[config.mk]
export PLATFORM = sky130hd
export DESIGN_NAME = muldiv_sequencer
export DESIGN_NICKNAME = d
export VERILOG_FILES = /design/src/rtl/muldiv_pkg.sv /design/src/rtl/muldiv_sequencer_cond_neg.sv /design/src/rtl/muldiv_sequencer.sv
export SDC_FILE = /design/constraint.sdc
export NUM_CORES = 1
export LEC_CHECK = 0
export CORE_ASPECT_RATIO = 0.6
export CORE_MARGIN = 2
export CORE_UTILIZATION = 30
export CTS_BUF_LIST = sky130_fd_sc_hd__clkbuf_8
export CTS_CLUSTER_SIZE = 10
export DETAILED_ROUTE_END_ITERATION = 6
export SLEW_MARGIN = 20
export SYNTH_ARGS = -nofsm -noshare
export SYNTH_HDL_FRONTEND = slang
export SYNTH_HIERARCHICAL = 1
export SYNTH_SLANG_ARGS = --single-unit
[constraint.sdc]
create_clock -name clk -period 9.89 [get_ports clk]
set_clock_uncertainty 0.05 [all_clocks]
set_input_delay 2.4725 -clock clk [delete_from_list [all_inputs] [get_ports clk]]
set_output_delay 2.4725 -clock clk [all_outputs]
set_load 0.02 [all_outputs]
[src/rtl/muldiv_pkg.sv]
// Shared types and helpers for the multi-cycle MIPS multiply/divide sequencer:
// FSM state encoding, shared-ALU control codes and carry/borrow recovery from MSBs.
package muldiv_pkg;

    typedef enum logic [2:0] {
        S_IDLE,
        S_PREP,
        S_ITER,
        S_FIX,
        S_DONE
    } state_t;

    localparam logic [2:0] ALU_ADD = 3'b010;
    localparam logic [2:0] ALU_SUB = 3'b110;

    // The shared ALU exposes no flags, so carry/borrow are rebuilt from operand and result MSBs.
    function automatic logic alu_carry(input logic a_msb, input logic b_msb, input logic sum_msb);
        return (a_msb & b_msb) | ((a_msb | b_msb) & ~sum_msb);
    endfunction

    function automatic logic alu_borrow(input logic a_msb, input logic b_msb, input logic diff_msb);
        return (~a_msb & b_msb) | (~(a_msb ^ b_msb) & diff_msb);
    endfunction

endpackage

[src/rtl/muldiv_sequencer_cond_neg.sv]
// Conditional two's-complement negate, used for operand magnitudes and result sign fix-up.
module cond_neg #(
    parameter int W = 32
) (
    input  logic [W-1:0] i_val,
    input  logic         i_neg,
    output logic [W-1:0] o_val
);

    assign o_val = i_neg ? (~i_val + W'(1)) : i_val;

endmodule

[src/rtl/muldiv_sequencer.sv]
// Multi-cycle mult/multu/div/divu sequencer: drives the shared ALU for N shift-add or
// restoring-divide iterations and owns the HI/LO result registers.
module muldiv_sequencer
    import muldiv_pkg::*;
#(
    parameter int N = 32
) (
    input  logic         clk,
    input  logic         reset_n,
    input  logic         start,
    input  logic         is_div,
    input  logic         is_signed,
    input  logic [N-1:0] op_a,
    input  logic [N-1:0] op_b,
    output logic [N-1:0] alu_srcA,
    output logic [N-1:0] alu_srcB,
    output logic [2:0]   alu_ctrl_sig,
    input  logic [N-1:0] alu_out,
    output logic         busy,
    output logic         done,
    output logic         div_by_zero,
    output logic [N-1:0] hi,
    output logic [N-1:0] lo
);

    localparam int CNT_W = $clog2(N);

    state_t             r_state;
    logic               r_is_div;
    logic               r_is_signed;
    logic [N-1:0]       r_op_a;
    logic [N-1:0]       r_op_b;
    logic [N-1:0]       r_opnd;     // multiplicand or divisor magnitude
    logic [N-1:0]       r_acc;      // product high half / partial remainder
    logic [N-1:0]       r_mq;       // multiplier shifting out / quotient shifting in
    logic [CNT_W-1:0]   r_cnt;
    logic               r_neg_res;
    logic               r_neg_rem;
    logic               r_busy;
    logic               r_done;
    logic               r_dbz;
    logic [N-1:0]       r_hi;
    logic [N-1:0]       r_lo;

    logic [N-1:0]       w_abs_a;
    logic [N-1:0]       w_abs_b;
    logic [2*N-1:0]     w_prod_fix;
    logic [N-1:0]       w_q_fix;
    logic [N-1:0]       w_rem_fix;
    logic [N-1:0]       w_rem_shift;
    logic [N-1:0]       w_q_shift;
    logic               w_carry;
    logic               w_borrow;

    cond_neg #(.W(N)) u_abs_a (
        .i_val (r_op_a),
        .i_neg (r_is_signed & r_op_a[N-1]),
        .o_val (w_abs_a)
    );

    cond_neg #(.W(N)) u_abs_b (
        .i_val (r_op_b),
        .i_neg (r_is_signed & r_op_b[N-1]),
        .o_val (w_abs_b)
    );

    cond_neg #(.W(2*N)) u_fix_prod (
        .i_val ({r_acc, r_mq}),
        .i_neg (r_neg_res),
        .o_val (w_prod_fix)
    );

    cond_neg #(.W(N)) u_fix_quot (
        .i_val (r_mq),
        .i_neg (r_neg_res),
        .o_val (w_q_fix)
    );

    cond_neg #(.W(N)) u_fix_rem (
        .i_val (r_acc),
        .i_neg (r_neg_rem),
        .o_val (w_rem_fix)
    );

    assign w_rem_shift = {r_acc[N-2:0], r_mq[N-1]};
    assign w_q_shift   = {r_mq[N-2:0], 1'b0};

    // NOTE: every always_comb output gets a default first so no path can infer a latch.
    always_comb begin
        alu_srcA     = '0;
        alu_srcB     = '0;
        alu_ctrl_sig = ALU_ADD;
        if (r_state == S_ITER) begin
            if (r_is_div) begin
                alu_srcA     = w_rem_shift;
                alu_srcB     = r_opnd;
                alu_ctrl_sig = ALU_SUB;
            end else begin
                alu_srcA     = r_acc;
                alu_srcB     = r_opnd;
            end
        end
    end

    assign w_carry  = alu_carry(alu_srcA[N-1], alu_srcB[N-1], alu_out[N-1]);
    assign w_borrow = alu_borrow(alu_srcA[N-1], alu_srcB[N-1], alu_out[N-1]);

    // NOTE: sequential state uses non-blocking assignments so every register sees pre-edge values.
    always_ff @(posedge clk or negedge reset_n) begin
        if (!reset_n) begin
            r_state     <= S_IDLE;
            r_is_div    <= 1'b0;
            r_is_signed <= 1'b0;
            r_op_a      <= '0;
            r_op_b      <= '0;
            r_opnd      <= '0;
            r_acc       <= '0;
            r_mq        <= '0;
            r_cnt       <= '0;
            r_neg_res   <= 1'b0;
            r_neg_rem   <= 1'b0;
            r_busy      <= 1'b0;
            r_done      <= 1'b0;
            r_dbz       <= 1'b0;
            r_hi        <= '0;
            r_lo        <= '0;
        end else begin
            r_done <= 1'b0;
            case (r_state)
                S_IDLE: begin
                    if (start) begin
                        r_is_div    <= is_div;
                        r_is_signed <= is_signed;
                        r_op_a      <= op_a;
                        r_op_b      <= op_b;
                        r_busy      <= 1'b1;
                        r_dbz       <= 1'b0;
                        r_state     <= S_PREP;
                    end
                end
                S_PREP: begin
                    r_neg_res <= r_is_signed & (r_op_a[N-1] ^ r_op_b[N-1]);
                    r_neg_rem <= r_is_signed & r_op_a[N-1];
                    if (r_is_div && (r_op_b == '0)) begin
                        r_hi    <= r_op_a;
                        r_lo    <= '1;
                        r_dbz   <= 1'b1;
                        r_done  <= 1'b1;
                        r_state <= S_DONE;
                    end else begin
                        r_acc   <= '0;
                        r_cnt   <= '0;
                        r_mq    <= r_is_div ? w_abs_a : w_abs_b;
                        r_opnd  <= r_is_div ? w_abs_b : w_abs_a;
                        r_state <= S_ITER;
                    end
                end
                S_ITER: begin
                    if (r_is_div) begin
                        // Restore unless the shifted-out MSB guarantees the subtract fits.
                        if (r_acc[N-1] | ~w_borrow) begin
                            r_acc <= alu_out;
                            r_mq  <= w_q_shift | N'(1);
                        end else begin
                            r_acc <= w_rem_shift;
                            r_mq  <= w_q_shift;
                        end
                    end else if (r_mq[0]) begin
                        r_acc <= {w_carry, alu_out[N-1:1]};
                        r_mq  <= {alu_out[0], r_mq[N-1:1]};
                    end else begin
                        r_acc <= {1'b0, r_acc[N-1:1]};
                        r_mq  <= {r_acc[0], r_mq[N-1:1]};
                    end
                    r_cnt <= r_cnt + CNT_W'(1);
                    if (r_cnt == CNT_W'(N - 1)) begin
                        r_state <= S_FIX;
                    end
                end
                S_FIX: begin
                    if (r_is_div) begin
                        r_lo <= w_q_fix;
                        r_hi <= w_rem_fix;
                    end else begin
                        {r_hi, r_lo} <= w_prod_fix;
                    end
                    r_done  <= 1'b1;
                    r_state <= S_DONE;
                end
                S_DONE: begin
                    r_busy  <= 1'b0;
                    r_state <= S_IDLE;
                end
                default: begin
                    r_busy  <= 1'b0;
                    r_state <= S_IDLE;
                end
            endcase
        end
    end

    assign busy        = r_busy;
    assign done        = r_done;
    assign div_by_zero = r_dbz;
    assign hi          = r_hi;
    assign lo          = r_lo;

endmodule

==> results_tabular.tex <==
\begin{tabular}{lr}
\hline
Metric & Value \\
\hline
\multicolumn{2}{l}{\textbf{Cells and area}} \\
Util after Layout & a little under two fifths \\
Nets & just over 2000 \\
Commonest cells after routing, fill and taps aside & dfrtp\_1 (234), clkdlybuf4s50\_1 (231), xnor2\_1 (183) \\
Most frequent standard cell in the layout excluding fill and tap cells & dfrtp\_1 \\
Synthesis-to-finish area growth & 22.0\% \\
Fraction of layout instances using a drive strength above 1 & 17.0\% \\
Post-route non-filler standard cell count & 2708 \\
\multicolumn{2}{l}{\textbf{Timing}} \\
Slew at the pin closest to its max-slew limit & a little over 1 ns \\
Period utilization & slightly above 60\% \\
Clock period minus worst slack & between 6 and 7 ns \\
Hold\_ws & about 0.46 ns \\
Highest Clock Rate & approximately 160 MHz \\
RSZ-0062 raised after global routing & false \\
Max Transition Viols Final & 0 \\
Number of hold violations in the final report & 0 \\
Count of endpoints failing setup in the final report & 0 \\
Slew margin rel. & 30.6\% \\
Setup TNS Final & 0 ns \\
\multicolumn{2}{l}{\textbf{Drt}} \\
Routed wire length & around 63000 um \\
DRC violation count after routing & 0 \\
Detailed-routing iteration count for the pre-antenna-repair pass & 5 \\
Routed Antenna Nets & 0 \\
Vias per cell & 5.66 \\
Detail-routed net length per standard cell & 23.4 um \\
Total via count after detailed routing & around 15000 \\
Initial DRC count & 1572 \\
\multicolumn{2}{l}{\textbf{Synth}} \\
Netlist cell types & 67 \\
Post-synthesis instance total & roughly 1700 \\
Mapped Area & 17700 um2 \\
Share of flip-flops with an asynchronous set or reset & 100\% \\
Syn nets & about 1900 \\
Sequential element share of the synthesized area & 33.8\% \\
Synth warnings & 6 \\
Most used flip-flop cell after synthesis & dfrtp\_1 \\
Post-synthesis area per instance & 10.1 um2 \\
Number of enable-type register cells in the synthesized netlist & 0 \\
Yosys reg bits & 239 \\
\multicolumn{2}{l}{\textbf{Clock network}} \\
Total number of H-tree levels & 2 \\
Post-CTS sizing & 0 \\
Clock transition at path regs & roughly 0.07 ns \\
Post-CTS Setup Bufs & 0 \\
Max clock buf depth & 3 \\
Clock latency on the worst-skew pair & $\sim$0.6 ns \\
\# clock sinks & 239 \\
Root cell of the clock tree & clkbuf\_8 \\
Number of clock buffers inserted by TritonCTS & 40 \\
Number of buffers inserted for hold repair after clock tree synthesis & 0 \\
Clock tree from TritonCTS & done \\
\multicolumn{2}{l}{\textbf{Floorplanning}} \\
Number of placement rows & just under 70 \\
Height of the die & $\sim$190 um \\
Full die area & a little over 60000 um2 \\
Count of pins on the block boundary & about 240 \\
Initial cell density of the core & a little under a third \\
X dimension of the die & between 300 and 400 um \\
Floorplan Core Area & 57900 um2 \\
\multicolumn{2}{l}{\textbf{Power}} \\
Total design power & just under 9000 uW \\
Lkg Pwr & 0.00815 uW \\
Power density normalized to cell area & between 400 and 500 nW/um2 \\
Max VDD drop & between 0.1 and 0.15 mV \\
\multicolumn{2}{l}{\textbf{Critical path}} \\
Arrival time at the worst endpoint & around 3.6 ns \\
Required time of the worst setup path & about 7.4 ns \\
Buf+Inv Stages, Crit Path & 4 \\
Crit. End Element & output pin \\
Slowest cell delay on critical path & around 0.71 ns \\
Setup CP Type & reg -> out \\
Critical Path Most Common Cell & buf\_4 \\
Highest-delay cell along the critical path & buf\_4 \\
Largest delay contributor family on the critical path & buffers and inverters \\
Peak fanout along the critical path & 87 \\
Kind of start point of the critical path & flip-flop \\
Worst path cell trace & buf\_4, and2\_2, buf\_4, nand2\_1, inv\_1, clkdlybuf4s50\_1 \\
\multicolumn{2}{l}{\textbf{Global route}} \\
Wire length of the first global-routing pass & approximately 95000 um \\
Via count of the first global-routing pass & $\sim$14000 \\
Total congestion overflow after global routing & 0 \\
Antenna violations before repair & 0 \\
GRT Total Usage & around 20\% \\
Pin count of the biggest net entering global routing & roughly 180 \\
\multicolumn{2}{l}{\textbf{Place}} \\
Total half-perimeter wirelength after legalization and detailed placement & between 40000 and 50000 um \\
Total of buffers placed on input and output ports & between 200 and 250 \\
Final Wtd Congestion & around 0.9 \\
Placed Cells incl. Taps & 2634 \\
\multicolumn{2}{l}{\textbf{Job}} \\
Number of max-capacitance violations reported & 0 \\
\multicolumn{2}{l}{\textbf{Status}} \\
Result of the run & completed \\
\multicolumn{2}{l}{\textbf{Min path}} \\
Worst hold path type & reg -> reg \\
\hline
\end{tabular}
[state kept, by name, indices dropped and copies added, names as in the netlist, 3 cells and up]
register  count
r_acc        32
r_state       3
r_op_a       32
r_cnt         5
r_opnd       32
hi           32
r_op_b       32
r_mq         32
lo           32
[metal layers]
metal | wire, um | GRT usage, % | vias to the layer above
met5 | 0 | 0 | -
met4 | 868 | 3.32 | 0
met2 | 25400 | 28.1 | 642
met3 | 6230 | 5.28 | 63
met1 | 31000 | 31.3 | 7670
li1 | - | - | 6947
[where the power goes]
group          total, uW  internal (uW)  switching, uW
Combinational       5090           2410           2670
Sequential          2540           1440           1100
Clock               1080            625            460
[final timing paths]
kind,to,from,slack [ns],depth (start not counted)
max reg2reg,r_opnd[15],r_is_div,5.64,6
max in group asynchronous,r_mq[0],reset_n,6.57,2
min,r_cnt[0],r_cnt[0],0.46,1
min reg2reg,r_cnt[0],r_cnt[0],0.46,1
min in group asynchronous,lo[24],reset_n,1.79,1
max,alu_srcA[31],r_state[1],3.80,6
[per-stage QoR]
stage	cell area [um2]	setup slack (ns)
2_1_floorplan	17700	5.36
3_3_place_gp	20600	4.36
3_5_place_dp	20600	4.22
4_1_cts	21500	3.57
5_1_grt	21600	3.58
6_report	21600	3.80
[Yosys cell counts, types with 6 or more instances]
| library cell | number | area (um2) |
|---|---|---|
| mux4_2 | 24 | 541 |
| o41ai_1 | 28 | 245 |
| nor4_4 | 17 | 362 |
| or4_1 | 9 | 67.6 |
| dfrtp_1 | 239 | 5980 |
| ha_1 | 10 | 125 |
| a2bb2oi_1 | 32 | 280 |
| or4_4 | 6 | 67.6 |
| buf_1 | 24 | 90.1 |
| nor4_1 | 15 | 93.8 |
| nor2_1 | 47 | 176 |
| o311a_1 | 8 | 80.1 |
| o41ai_2 | 20 | 325 |
| o22ai_1 | 32 | 200 |
| nor2b_1 | 38 | 238 |
| or2b_1 | 8 | 60.1 |
| or2_2 | 9 | 56.3 |
| or3_1 | 13 | 81.3 |
| nor3_1 | 110 | 551 |
| nand2_1 | 74 | 278 |
| mux2_2 | 109 | 1230 |
| xnor2_1 | 183 | 1600 |
| mux2_4 | 17 | 255 |
| o21ai_0 | 118 | 591 |
| nand4_1 | 13 | 81.3 |
| o31ai_2 | 6 | 75.1 |
| buf_4 | 9 | 67.6 |
| mux2i_1 | 143 | 1430 |
| a21oi_1 | 34 | 170 |
| nand3_1 | 24 | 120 |
| and3_1 | 35 | 219 |
| clkbuf_1 | 88 | 330 |
| a211oi_1 | 31 | 233 |
| buf_2 | 10 | 50.1 |
| o31ai_1 | 54 | 405 |
| nand2b_1 | 16 | 100 |
| a22o_1 | 34 | 298 |
| inv_1 | 14 | 52.6 |
[logic make-up after synthesis]
kind of cell	share of synthesized area, %
and+or+nand+nor	16.3
AOI/OAI and AO/OA	16.9
muxes	19.5
DFF	33.8
xor gates and xnor gates	9.11
buffers and inverters	3.56
adders and majority gates	0.707
other	0.0424
[worst register-to-register path: stages, from the launching register on]
cell,delay [ns]
dfrtp_4,0.99
buf_4,0.83
nor4b_1,0.29
and4_1,0.31
nand3_1,0.39
nand2_1,0.93
o21ai_0,0.25
[area by class of cell]
type	instances	area, um2
clock inverters	28	347
repair buffers	251	2500
multi-input cells	1360	11100
diodes	1	2.50
flip-flops and latches	239	5990
inverters	15	58.8
well taps	770	963
clock buffers	44	606
fillers	5740	36300
Power figures use the tool's default switching activity.
